## src/rtl/alu_arbitro.sv

```systemverilog
// Two-requester round-robin front end sharing one 32-bit ALU.
// Operands are captured at grant; the result is held until acknowledged.

module alu (
  input  logic [31:0] ope1,
  input  logic [31:0] ope2,
  input  logic [2:0]  aluop,
  output logic [31:0] y,
  output logic        err
);

  always_comb begin
    y   = '0;
    err = 1'b0;
    case (aluop)
      3'b000:  y = ope1 & ope2;
      3'b001:  y = ope1 | ope2;
      3'b010:  y = ope1 + ope2;
      3'b110:  y = ope1 - ope2;
      3'b111:  y = {31'd0, ope1 > ope2};
      default: err = 1'b1;
    endcase
  end

endmodule

module alu_arbitro (
  input  logic        clk,
  input  logic        rst,
  input  logic        Req0,
  input  logic [31:0] Ope1_0,
  input  logic [31:0] Ope2_0,
  input  logic [2:0]  AluOp0,
  output logic        Gnt0,
  input  logic        Req1,
  input  logic [31:0] Ope1_1,
  input  logic [31:0] Ope2_1,
  input  logic [2:0]  AluOp1,
  output logic        Gnt1,
  output logic [31:0] Resultado,
  output logic        Valido,
  output logic        Id,
  output logic        Error,
  input  logic        Ack,
  output logic        Ocupado
);

  typedef enum logic [1:0] {
    IDLE = 2'd0,
    EXEC = 2'd1,
    RESP = 2'd2
  } state_t;

  state_t      state_q, state_d;
  logic [31:0] op1_q, op1_d;
  logic [31:0] op2_q, op2_d;
  logic [2:0]  op_q, op_d;
  logic        gnt0_q, gnt0_d;
  logic        gnt1_q, gnt1_d;
  logic        last_q, last_d;
  logic        id_q, id_d;
  logic [31:0] res_q, res_d;
  logic        err_q, err_d;
  logic        val_q, val_d;

  logic [31:0] alu_y;
  logic        alu_err;
  logic        win;
  logic        any;

  alu u_alu (
    .ope1  (op1_q),
    .ope2  (op2_q),
    .aluop (op_q),
    .y     (alu_y),
    .err   (alu_err)
  );

  // Under contention the requester not granted last wins.
  always_comb begin
    win = 1'b0;
    any = Req0 | Req1;
    unique case (1'b1)
      (Req0 & Req1):  win = ~last_q;
      (Req1 & ~Req0): win = 1'b1;
      default:        win = 1'b0;
    endcase
  end

  always_comb begin
    state_d = state_q;
    op1_d   = op1_q;
    op2_d   = op2_q;
    op_d    = op_q;
    gnt0_d  = 1'b0;
    gnt1_d  = 1'b0;
    last_d  = last_q;
    id_d    = id_q;
    res_d   = res_q;
    err_d   = err_q;
    val_d   = val_q;
    case (state_q)
      IDLE: begin
        if (any) begin
          state_d = EXEC;
          op1_d   = win ? Ope1_1 : Ope1_0;
          op2_d   = win ? Ope2_1 : Ope2_0;
          op_d    = win ? AluOp1 : AluOp0;
          gnt0_d  = ~win;
          gnt1_d  = win;
          id_d    = win;
          last_d  = win;
        end
      end
      EXEC: begin
        res_d   = alu_err ? 32'd0 : alu_y;
        err_d   = alu_err;
        val_d   = 1'b1;
        state_d = RESP;
      end
      RESP: begin
        if (Ack) begin
          val_d   = 1'b0;
          state_d = IDLE;
        end
      end
      default: state_d = IDLE;
    endcase
  end

  always_ff @(posedge clk) begin
    if (rst) begin
      state_q <= IDLE;
      op1_q   <= '0;
      op2_q   <= '0;
      op_q    <= '0;
      gnt0_q  <= 1'b0;
      gnt1_q  <= 1'b0;
      last_q  <= 1'b1;
      id_q    <= 1'b0;
      res_q   <= '0;
      err_q   <= 1'b0;
      val_q   <= 1'b0;
    end else begin
      state_q <= state_d;
      op1_q   <= op1_d;
      op2_q   <= op2_d;
      op_q    <= op_d;
      gnt0_q  <= gnt0_d;
      gnt1_q  <= gnt1_d;
      last_q  <= last_d;
      id_q    <= id_d;
      res_q   <= res_d;
      err_q   <= err_d;
      val_q   <= val_d;
    end
  end

  assign Gnt0      = gnt0_q;
  assign Gnt1      = gnt1_q;
  assign Resultado = res_q;
  assign Valido    = val_q;
  assign Id        = id_q;
  assign Error     = err_q;
  assign Ocupado   = (state_q != IDLE);

endmodule
```

## config.mk

```make
export PLATFORM = sky130hd
export DESIGN_NAME = alu_arbitro
export DESIGN_NICKNAME = d
export VERILOG_FILES = /design/src/rtl/alu_arbitro.sv
export SDC_FILE = /design/constraint.sdc
export NUM_CORES = 1
export LEC_CHECK = 0
export ABC_AREA = 1
export CAP_MARGIN = 10
export CORE_MARGIN = 2
export CORE_UTILIZATION = 45
export CTS_CLUSTER_DIAMETER = 40
export DETAILED_ROUTE_END_ITERATION = 8
export GPL_TIMING_DRIVEN = 0
export PLACE_DENSITY = 0.82
export SLEW_MARGIN = 20
export SYNTH_ARGS = -nofsm -noshare
export SYNTH_HDL_FRONTEND = slang
export SYNTH_SLANG_ARGS = --single-unit
export TNS_END_PERCENT = 10
```

## constraint.sdc

```tcl
create_clock -name clk -period 2.08 [get_ports clk]
set_input_delay 0.416 -clock clk [delete_from_list [all_inputs] [get_ports clk]]
set_output_delay 0.416 -clock clk [all_outputs]
set_load 0.05 [all_outputs]
```

==> results of run 1 <==
[per-layer routing]
| layer | GRT usage, % | wire length, um |
|---|---|---|
| met5 | 0 | 0 |
| met2 | 49.9 | 18500 |
| met1 | 41.5 | 16500 |
| met4 | 12.0 | 1720 |
| met3 | 4.27 | 4630 |
[sequential cells by signal, summed over array words and instances (netlist names)]
register   flops
Resultado     32
op_q           3
Error          1
Valido         1
state_q        2
last_q         1
Gnt1           1
op1_q         32
Id             1
Gnt0           1
op2_q         32
[what timing repair did]
item                       in CTS  in global routing
pin swaps                      20                 90
gates cloned                    0                  8
setup endpoints to repair      32                 33
gates resized for setup       152                285
setup buffers                   6                 29
[worst min-delay path: stages, from the launching register on]
cell     delay [ns]
dfxtp_1        0.31
nand2_1        0.06
a21oi_1        0.05
[cells by family after synthesis]
kind of cell / synth area share (%)
flops: 20.1
simple gates: 36.3
fa+ha+maj: 12.0
compound gates: 16.3
buf+inv: 15.3
[metrics by stage]
step | setup WS [ns] | utilization [%]
2_1_floorplan | 0.156 | -
3_3_place_gp | -0.463 | 54.9
3_5_place_dp | -0.493 | 54.9
4_1_cts | -0.0896 | 58.1
5_1_grt | -0.169 | 63.5
6_report | -0.119 | 63.5
[area by class of cell]
cell class,count,area (um^2),share of cell area (%)
Sequential cell,107,2270,15.3
Multi-Input combinational cell,1317,8060,54.3
Buffer,79,526,3.54
Inverter,325,1230,8.26
Clock buffer,9,225,1.52
Timing Repair Buffer,219,2070,13.9
Clock inverter,7,78.8,0.531
Tap cell,319,399,2.69
[placed cells by master (no fill, tap or decap), types with 8 or more instances in the layout]
cell             count
dfxtp_1             52
nand2_1            527
inv_1              267
nand2_2            108
dfxtp_4             22
buf_4               39
dfxtp_2             33
clkbuf_1            30
clkdlybuf4s50_1    175
nand2_4             17
nand3_2             12
clkbuf_16            9
nand3_1             94
nor2_4              30
nand4_1             12
nand3b_1             8
ha_4                23
buf_6               18
buf_2               20
a21oi_1             39
a31oi_1             72
nor2_2              33
nor2_1              53
inv_2               51
o21ai_0             89
ha_1                75
a21oi_2             35
o22ai_1             20
[cell usage after synthesis, types with 6 or more instances]
| cell type | count | share of area, % |
|---|---|---|
| nand2_1 | 625 | 22 |
| inv_1 | 292 | 10 |
| dfxtp_1 | 107 | 20 |
| nand3_1 | 107 | 5.0 |
| ha_1 | 99 | 12 |
| nor2_1 | 98 | 3.4 |
| o21ai_0 | 96 | 4.5 |
| a31oi_1 | 72 | 4.2 |
| a21oi_1 | 59 | 2.8 |
| clkbuf_1 | 34 | 1.2 |
| inv_2 | 29 | 1.0 |
| nand2_2 | 26 | 1.5 |
| buf_2 | 24 | 1.1 |
| o22ai_1 | 20 | 1.2 |
| a21oi_2 | 19 | 1.6 |
| buf_4 | 16 | 1.1 |
| nor2_2 | 16 | 0.94 |
| nand4_1 | 12 | 0.70 |
| nand3b_1 | 8 | 0.56 |
| nand3_2 | 6 | 0.56 |
| nor3_1 | 6 | 0.28 |
| o2111ai_1 | 6 | 0.49 |
[how the worst max path moves through the flow]
stage,slack (ns),to
2_1_floorplan,0.16,Resultado[24]
6_report,-0.12,Resultado[18]
3_3_place_gp,-0.46,state_q[1]
5_1_grt,-0.17,Resultado[25]
3_5_place_dp,-0.49,Resultado[1]
4_1_cts,-0.09,Resultado[0]
[power groups by stage]
stage          clock network (mW)  registers, mW  logic (mW)
2_1_floorplan                   0           2.59        3.18
4_1_cts                      1.83           2.51        5.03
6_report                     1.83           2.54        6.19
3_5_place_dp                    0           2.53        4.74
3_3_place_gp                    0           2.52        4.65
5_1_grt                      1.92           2.56        6.66
==> key figures, run 1 <==
Clock network
  • Clock transition at the registers of the reported paths: 0.09 ns
  • Hold_buf cts: 0
  • TritonCTS Buffers: 9
  • CTS tree: yes
  • H-Tree Depth: 3
  • Clk sinks: between 100 and 150
  • Root Buffer: clkbuf_16
  • Clk_lat worst skew: around 0.37 ns
  • CTS max path bufs: 2

Synth
  • Cell Area, Synth: 0.0107 mm^2
  • Post-Syn Nets: approximately 2,100
  • Synth Flop Type: dfxtp_1
  • Gate Count Post-Synth: 1,830
  • YS warnings: 0
  • Post-synth ARST share: 0%
  • Syn Area/Cell: roughly 5.8 um^2
  • Post-synth EDFFs: 0
  • Synth unique cells: 45
  • Sequential fraction of the synthesis area: approximately a fifth
  • Number of synthesized register bits: approximately 110

GRT
  • First-pass GRT wire length: approximately 60,000 um
  • Largest net degree at the start of global routing: 22
  • Initial antenna violation count: 0
  • Tot GR Track Use: 30.8%
  • Global route overflow: 0
  • Vias in the first global route: approximately 12,000

Pwr
  • Switching share of power: between 40% and 50%
  • Int Power: 5.44 mW
  • Peak VDD IR: 0.495 mV
  • NetSw: approximately 5.1 mW
  • Power Density: between 700 and 800 mW/mm^2
  • Post-layout power: approximately 11 mW
  • Seq pwr share: a little under a quarter
  • Clock network power share: roughly 17%
  • Comb power frac: 58.6%
  • Static leakage: just under 7 nW

Timing
  • Worst Hold Margin: between 0.4 and 0.5 ns
  • Period utilization: 106%
  • Final Hold Fails: 0
  • Fin crit period: between 2 and 2.5 ns
  • RSZ-0062 raised after global routing: yes
  • Total negative slack: -1.04 ns
  • Rel. slew slack: 39.4%
  • Final Max Tran Viols: 0
  • Setup ws final: -0.119 ns
  • Clock skew: 0.0101 ns
  • Worst slew pin tran: 0.909 ns
  • Max Freq: around 450 MHz
  • Setup violations, final: 22

Setup path
  • Largest stage delay on the critical path: approximately 0.42 ns
  • WP buf/inv: 3
  • Max Fanout on Critical Path: 10
  • Reg2Reg Depth: 8
  • Startpoint Class: flop
  • Most common cell on crit path: clkbuf_4
  • CP Launch Point: op_q[1]
  • Critical path depth: 8
  • Worst R2R Start: op_q[1]
  • Reg-to-reg critical path endpoint: Resultado[18]
  • Worst endpoint data arrival time: around 2.5 ns
  • Worst setup EP type: flop
  • Slowest-stage cell, CP: nor3_2
  • Kind of critical path: reg2reg
  • R2R Setup Slk: -0.12 ns
  • Critical path cell sequence: inv_1 > nor3_2 > clkbuf_4 > clkbuf_4 > nand3_1 > nand3b_1 > nand2_1 > a21oi_2
  • Req. time, crit path: between 2 and 2.5 ns
  • Crit path max-delay family: buffers and inverters

Detailed routing
  • # DRC: 0
  • ANT nets after route: 0
  • Drt pass-1 iters: 6
  • Vias per inst: roughly 5.5
  • WL final: 41,300 um
  • Vias: roughly 13,000
  • Routed wire per std cell: ~17 um
  • Initial drt markers: 1,167

Finish
  • Layout Cells excl Fill: 2,382
  • Nets: ~2,300
  • Final instance area: between 0.01 and 0.015 mm^2
  • Layout cells sized above 1: between 20% and 30%
  • Area Overhead vs Synth: 39.0%
  • Ant diodes: 0
  • Fillers: 2,087

Floorplan
  • Die area: between 0.02 and 0.025 mm^2
  • Die Wd: 158 um
  • Row count: 56
  • IO Count: about 180
  • Core outline area: approximately 0.023 mm^2
  • DIE HEIGHT: 158 um
  • Initial Util: a little under half

Run status
  • Violated checks: negative setup slack
  • Outcome: finished with violations

Min path
  • Hold depth: 2
  • Hold Path Class: reg2reg
  • Hold worst-path end: Resultado[21]
  • Hold Startpoint: Resultado[21]

Job
  • Max-cap viol count: 0

Placement
  • Placed Cells: roughly 2,300
  • Placed Area: 0.0128 mm^2
  • Port buffer count: around 180
  • HPWL after DPL: around 32,000 um
  • GP Congestion: roughly 1.0
Power figures use the tool's default switching activity.
==> inputs of run 2 (changes only) <==
Settings changed: PLACE_DENSITY 0.82 to 0.81, SYNTH_HIERARCHICAL from default to 1.
==> run 2 against run 1 <==
  * The run still ends with negative setup slack left
  * Fmax shrank 1.5%
  * Non-clock buffer count grew 31
  * Wire length increased by 11%
  * Sequential power about the same
  * Via count is 7.8% higher
  * Highest routed layer unchanged
==> key figures, run 2 <==
Synth
  • Gate Count Post-Synth: 2,087
  • Synth top cells by count: nand2_1, inv_1, nor2_1
  • YS warnings: 6
  • Synth Flop Type: dfxtp_1
  • Synth Area in XOR/XNOR: less than 1%
  • Simple-gate area share of the yosys netlist: 42.4%
  • Share of the synthesized area in the top cell type: between 20% and 30%
  • Largest family of logic cells by synthesized area: simple AND/OR/NAND/NOR gates
  • Sequential fraction of the synthesis area: between 15 and 20%
  • Adder-Cell Fraction of Synth Area: between 10% and 20%
  • Post-synth EDFFs: 0
  • Mux share of post-synthesis cell area: 0%
  • Syn Area/Cell: about 5.6 um^2
  • Most common cell in the netlist: nand2_1
  • Cell Area, Synth: between 0.01 and 0.015 mm^2
  • Synth area leaders: nand2_1, dfxtp_1, inv_1, ha_1, nand3_1
  • Number of synthesized register bits: 107
  • Post-synth ARST share: 0%
  • Synth unique cells: between 40 and 50
  • Most area-hungry cell type in the Yosys netlist: nand2_1
  • Post-synthesis compound-gate area fraction: 12.2%
  • Post-Syn Nets: ~2,300

Pwr
  • Clock network power share: 16.3%
  • NetSw: 5.66 mW
  • Seq pwr share: between 20% and 30%
  • Comb power frac: 61.7%
  • Static leakage: 8.06 nW
  • Power Density: around 690 mW/mm^2
  • Int Power: just under 6 mW
  • Switching share of power: 49.4%
  • Peak VDD IR: slightly above 0.4 mV

Clock network
  • H-Tree Depth: 3
  • CTS tree: yes
  • Clock transition at the registers of the reported paths: ~0.090 ns
  • Clk_lat worst skew: ~0.37 ns
  • Clk sinks: around 110
  • CTS max path bufs: 2
  • Hold_buf cts: 0
  • TritonCTS Buffers: 9
  • Root Buffer: clkbuf_16

GRT
  • Tot GR Track Use: a little under a third
  • Most congested layer reported by global routing: met2
  • Initial antenna violation count: 0
  • GR Util met1: between 40% and 50%
  • Vias in the first global route: 12,542
  • Met3 Usage GRT: a little under 5%
  • Met2 global-route usage: between 50 and 60%
  • Largest net degree at the start of global routing: 21
  • Global route overflow: 0
  • First-pass GRT wire length: roughly 66,000 um

Finish
  • Reg area: about 0.0023 mm^2
  • Nets: between 2,000 and 3,000
  • Ant diodes: 0
  • Fillers: ~2,400
  • Most frequent cells in the layout: nand2_1, inv_1, nor2_1
  • Area Overhead vs Synth: 41.5%
  • Commonest non-fill, non-tap cell in the layout: nand2_1
  • Layout cells sized above 1: between 20% and 30%
  • Post-layout util: between 60 and 70%
  • Multi-input logic area: 0.00941 mm^2
  • Layout Cells excl Fill: between 2,000 and 3,000

Detailed routing
  • Vias per inst: ~5.2
  • Initial drt markers: roughly 1,100
  • # DRC: 0
  • WL final: about 46,000 um
  • Vias: 14,001
  • ANT nets after route: 0
  • Drt pass-1 iters: 5
  • Routed wire per std cell: between 15 and 20 um

Setup path
  • WP buf/inv: 3
  • Worst endpoint data arrival time: 2.52 ns
  • Crit path max-delay family: simple AND/OR/NAND/NOR gates
  • Startpoint Class: flop
  • Worst setup EP type: flop
  • Kind of critical path: reg2reg
  • Most common cell on crit path: nand2_1
  • R2R Setup Slk: -0.15 ns
  • Worst R2R Start: op2_q[8]
  • Largest stage delay on the critical path: around 0.38 ns
  • Max Fanout on Critical Path: 5
  • Reg-to-reg critical path endpoint: Resultado[18]
  • Reg2Reg Depth: 15
  • Critical path cell sequence: inv_2 > ha_4 > buf_8 > nand2_8 > inv_2 > nand2_1 > nand2_2 > nand3b_1 > nand3_1 > nand2_1 > nand2_1 > nand3_1 > nand3_2 > nand3_2 > a21oi_2
  • Req. time, crit path: between 2 and 2.5 ns
  • Slowest-stage cell, CP: dfxtp_2

Min path
  • Hold Path Class: reg2reg
  • Hold depth: 2
  • Hold Startpoint: Resultado[23]
  • Hold worst-path end: Resultado[23]

Placement
  • HPWL after DPL: between 30,000 and 40,000 um
  • Placed Cells: approximately 2,600
  • Pre-CTS setup slack: -0.540 ns
  • GP Congestion: 1.00
  • Port buffer count: roughly 180

Timing
  • Setup ws final: -0.152 ns
  • Setup violations, final: 22
  • Max Freq: roughly 450 MHz
  • Period utilization: 107%
  • Worst slew pin tran: around 1 ns
  • Rel. slew slack: ~34%
  • Final Hold Fails: 0
  • Total negative slack: -1.88 ns
  • Clock skew: around 0.017 ns
  • RSZ-0062 raised after global routing: yes
  • Worst Hold Margin: 0.461 ns
  • Fin crit period: around 2.2 ns
  • Final Max Tran Viols: 0

Floorplan
  • Initial Util: roughly 45%
  • Core outline area: between 0.02 and 0.03 mm^2
  • Die Wd: between 150 and 200 um
  • IO Count: roughly 180
  • Die area: about 0.027 mm^2
  • DIE HEIGHT: approximately 170 um
  • Row count: slightly below 60

Run status
  • Outcome: finished with violations
  • Violated checks: negative setup slack

Job
  • Max-cap viol count: 0
[run 2: metrics by stage]
step	power, mW	instance area [um^2]
floorplan	5.98	11800
global placement	7.54	13900
detailed placement	7.63	13900
CTS	9.95	14900
global route	12.1	16600
finish	11.5	16600
[run 2: cell type report]
type,count,share of cell area [%]
Buffer,91,3.53
Sequential cell,107,13.6
Inverter,372,8.57
Multi-Input combinational cell,1513,56.6
Timing Repair Buffer,238,13.4
Clock buffer,10,1.44
Tap cell,335,2.52
Clock inverter,6,0.391
[run 2: worst min-delay path, stage by stage (launching register included)]
cell     delay [ns]
dfxtp_1        0.31
nand2_1        0.06
a21oi_1        0.05
[run 2: power by group through the flow]
stage / combinational, mW / sequential (mW) / clock (mW)
floorplan: 3.41 / 2.57 / 0
global placement: 5.03 / 2.51 / 0
detailed placement: 5.09 / 2.53 / 0
CTS: 5.58 / 2.50 / 1.87
global route: 7.61 / 2.55 / 1.96
finish: 7.07 / 2.52 / 1.86
[run 2: repair_timing]
action	in CTS	in global routing
gates cloned	1	2
buffers inserted	21	38
pin swaps	23	110
hold endpoints to repair	0	0
endpoints found under the setup margin	33	33
resized for setup	178	403
[run 2: per-layer routing]
layer | vias up | wire length (um)
li1 | 6950 | -
met3 | 66 | 3730
met4 | 0 | 1250
met2 | 602 | 20900
met5 | - | 0
met1 | 6383 | 20100
[run 2: logic make-up after synthesis]
logic type,count (synthesis)
AOI/OAI and AO/OA,227
xor gates and xnor gates,1
adders and majority gates,101
buffers and inverters,467
DFF,107
and+or+nand+nor,1184
[run 2: how the worst max path moves through the flow]
stage	cells past startpoint	slack [ns]	start	endpoint
after floorplan	16	0.09	op1_q[0]	Resultado[0]
after global placement	13	-0.52	op1_q[20]	Resultado[31]
after detailed placement	13	-0.54	op1_q[20]	Resultado[31]
after CTS	17	-0.25	op1_q[6]	Resultado[31]
after global routing	15	-0.22	op1_q[6]	Resultado[28]
final	15	-0.15	op2_q[8]	Resultado[18]
==> inputs of run 3 (changes only) <==
Settings changed: CORE_ASPECT_RATIO from default to 1.4, CTS_BUF_LIST from default to sky130_fd_sc_hd__clkbuf_8 sky130_fd_sc_hd__clkbuf_16, CTS_CLUSTER_SIZE from default to 20.
==> run 3 against run 2 <==
  * The flow still finishes with violations (negative setup slack)
  * Sequential power about the same
  * Core utilization down 2.9 points
  * Critical path type unchanged
  * Clock power about the same
  * Sequential share of layout area up 0.46 points
  * Via count down 0.54%
  * Register-to-register slack worse by 0.03 ns
  * First-iteration DRC count down 6.0%
  * Fmax down 1.5%
==> key figures, run 3 (synthesis results as in run 2) <==
Setup path
  • Kind of critical path: reg2reg
  • Max Fanout on Critical Path: 3
  • Req. time, crit path: between 2 and 2.5 ns
  • Worst endpoint data arrival time: around 2.6 ns
  • R2R Setup Slk: -0.19 ns
  • Worst setup EP type: flop
  • Startpoint Class: flop

Floorplan
  • IO Count: around 180
  • Die area: between 0.02 and 0.03 mm^2
  • Die Wd: around 140 um
  • Initial Util: between 40% and 50%
  • DIE HEIGHT: 195 um
  • Row count: 70
  • Core outline area: approximately 0.026 mm^2

Run status
  • Outcome: finished with violations
  • Violated checks: negative setup slack

Job
  • Max-cap viol count: 0

Timing
  • Rel. slew slack: between 40% and 50%
  • Total negative slack: -1.85 ns
  • Clock skew: roughly 0.011 ns
  • Period utilization: 109%
  • Setup violations, final: 23
  • Max Freq: approximately 440 MHz
  • RSZ-0062 raised after global routing: yes
  • Fin crit period: about 2.3 ns
  • Final Hold Fails: 0
  • Final Max Tran Viols: 0
  • Setup ws final: -0.185 ns
  • Worst slew pin tran: between 0.7 and 0.8 ns

Min path
  • Hold Path Class: reg2reg

Detailed routing
  • Initial drt markers: between 1,000 and 1,500
  • WL final: between 40,000 and 50,000 um
  • Routed wire per std cell: 17.0 um
  • Drt pass-1 iters: 5
  • # DRC: 0
  • Vias per inst: 5.24
  • Vias: 13,926
  • ANT nets after route: 0

Placement
  • Port buffer count: 176
  • HPWL after DPL: around 36,000 um
  • GP Congestion: around 0.99
  • Placed Cells: roughly 2,600
  • Pre-CTS setup slack: -0.595 ns
  • Placed Area: approximately 0.014 mm^2

GRT
  • Vias in the first global route: around 13,000
  • Largest net degree at the start of global routing: 21
  • First-pass GRT wire length: around 69,000 um
  • Tot GR Track Use: 32.3%
  • Initial antenna violation count: 1
  • Global route overflow: 0

Clock network
  • Clock transition at the registers of the reported paths: around 0.090 ns
  • CTS tree: yes
  • Root Buffer: clkbuf_16
  • CTS max path bufs: 2
  • Clk_lat worst skew: 0.38 ns
  • H-Tree Depth: 3
  • Clk sinks: about 110
  • TritonCTS Buffers: 9

Finish
  • Final instance area: ~0.016 mm^2
  • Ant diodes: 0
  • Nets: about 2,600
  • Area Overhead vs Synth: 35.6%
  • Fillers: 2,555
  • Layout Cells excl Fill: 2,656
  • Most frequent cells in the layout: nand2_1, inv_1, nand3_1
  • Layout cells sized above 1: 20.9%
  • Commonest non-fill, non-tap cell in the layout: nand2_1

Pwr
  • Power Density: between 600 and 700 mW/mm^2
  • Peak VDD IR: approximately 0.40 mV
  • Static leakage: 7.89 nW
-- run 3: cell types whose count changed in the layout (fill, tap and decap cells not counted), sizes merged --
cell / change
buf: -5
clkbuf: -2
clkinv: -1
clkinvlp: +1
dlygate4sd2: +1
inv: +1
-- run 3: through the flow --
stage | hold WS (ns) | util (%) | power (mW)
floorplan | 0.449 | - | 5.98
global placement | 0.451 | 53.7 | 7.55
detailed placement | 0.456 | 53.7 | 7.63
CTS | 0.469 | 58.6 | 10.2
global route | 0.489 | 61.5 | 11.5
finish | 0.465 | 61.5 | 10.9
-- run 3: path summary, 6_finish.rpt --
kind,start,to,cells after the start
max,op1_q[0],Resultado[10],11
min,Resultado[28],Resultado[28],2
max reg2reg,op1_q[0],Resultado[10],11
min reg2reg,Resultado[28],Resultado[28],2
-- run 3: timing repair --
| item | CTS | global route |
|---|---|---|
| hold buffers | 0 | 0 |
| gates resized for setup | 249 | 166 |
| cloned | 1 | 2 |
| setup buffers | 33 | 18 |
| setup endpoints to repair | 32 | 33 |
| pin swaps | 36 | 47 |
-- run 3: layout make-up --
type | count | area, um^2 | area share (%)
clock inverter | 7 | 68.8 | 0.432
buffer | 94 | 587 | 3.68
tap | 324 | 405 | 2.54
clock buffer | 9 | 225 | 1.41
inverter | 372 | 1400 | 8.80
timing repair buffer | 230 | 2160 | 13.6
multi-input combinational | 1513 | 8840 | 55.5
sequential | 107 | 2240 | 14.1
-- run 3: per-layer routing --
| layer | wire length, um | global-route usage, % | vias to the layer above |
|---|---|---|---|
| met4 | 2360 | 15.5 | 0 |
| met1 | 18300 | 38.8 | 6344 |
| met3 | 2620 | 3.07 | 113 |
| li1 | - | - | 6946 |
| met5 | 0 | 0 | - |
| met2 | 21900 | 57.5 | 523 |
-- run 3: where the power goes --
group	switching, mW	internal (mW)	leakage, nW
sequential	0.212	2.28	0.902
combinational	4.16	2.39	6.84
clock	0.975	0.851	0.143
total	5.35	5.53	7.89
-- run 3: worst max-delay path, stage by stage (launching register included) --
cell and delay, ns:
dfxtp_4 0.37, ha_4 0.18, fa_2 0.42, buf_6 0.14, nand3_1 0.07, nand3b_1 0.24
buf_4 0.24, a21oi_2 0.13, o21ai_2 0.08, nand2_1 0.10, nand3_1 0.08, a21oi_1 0.14
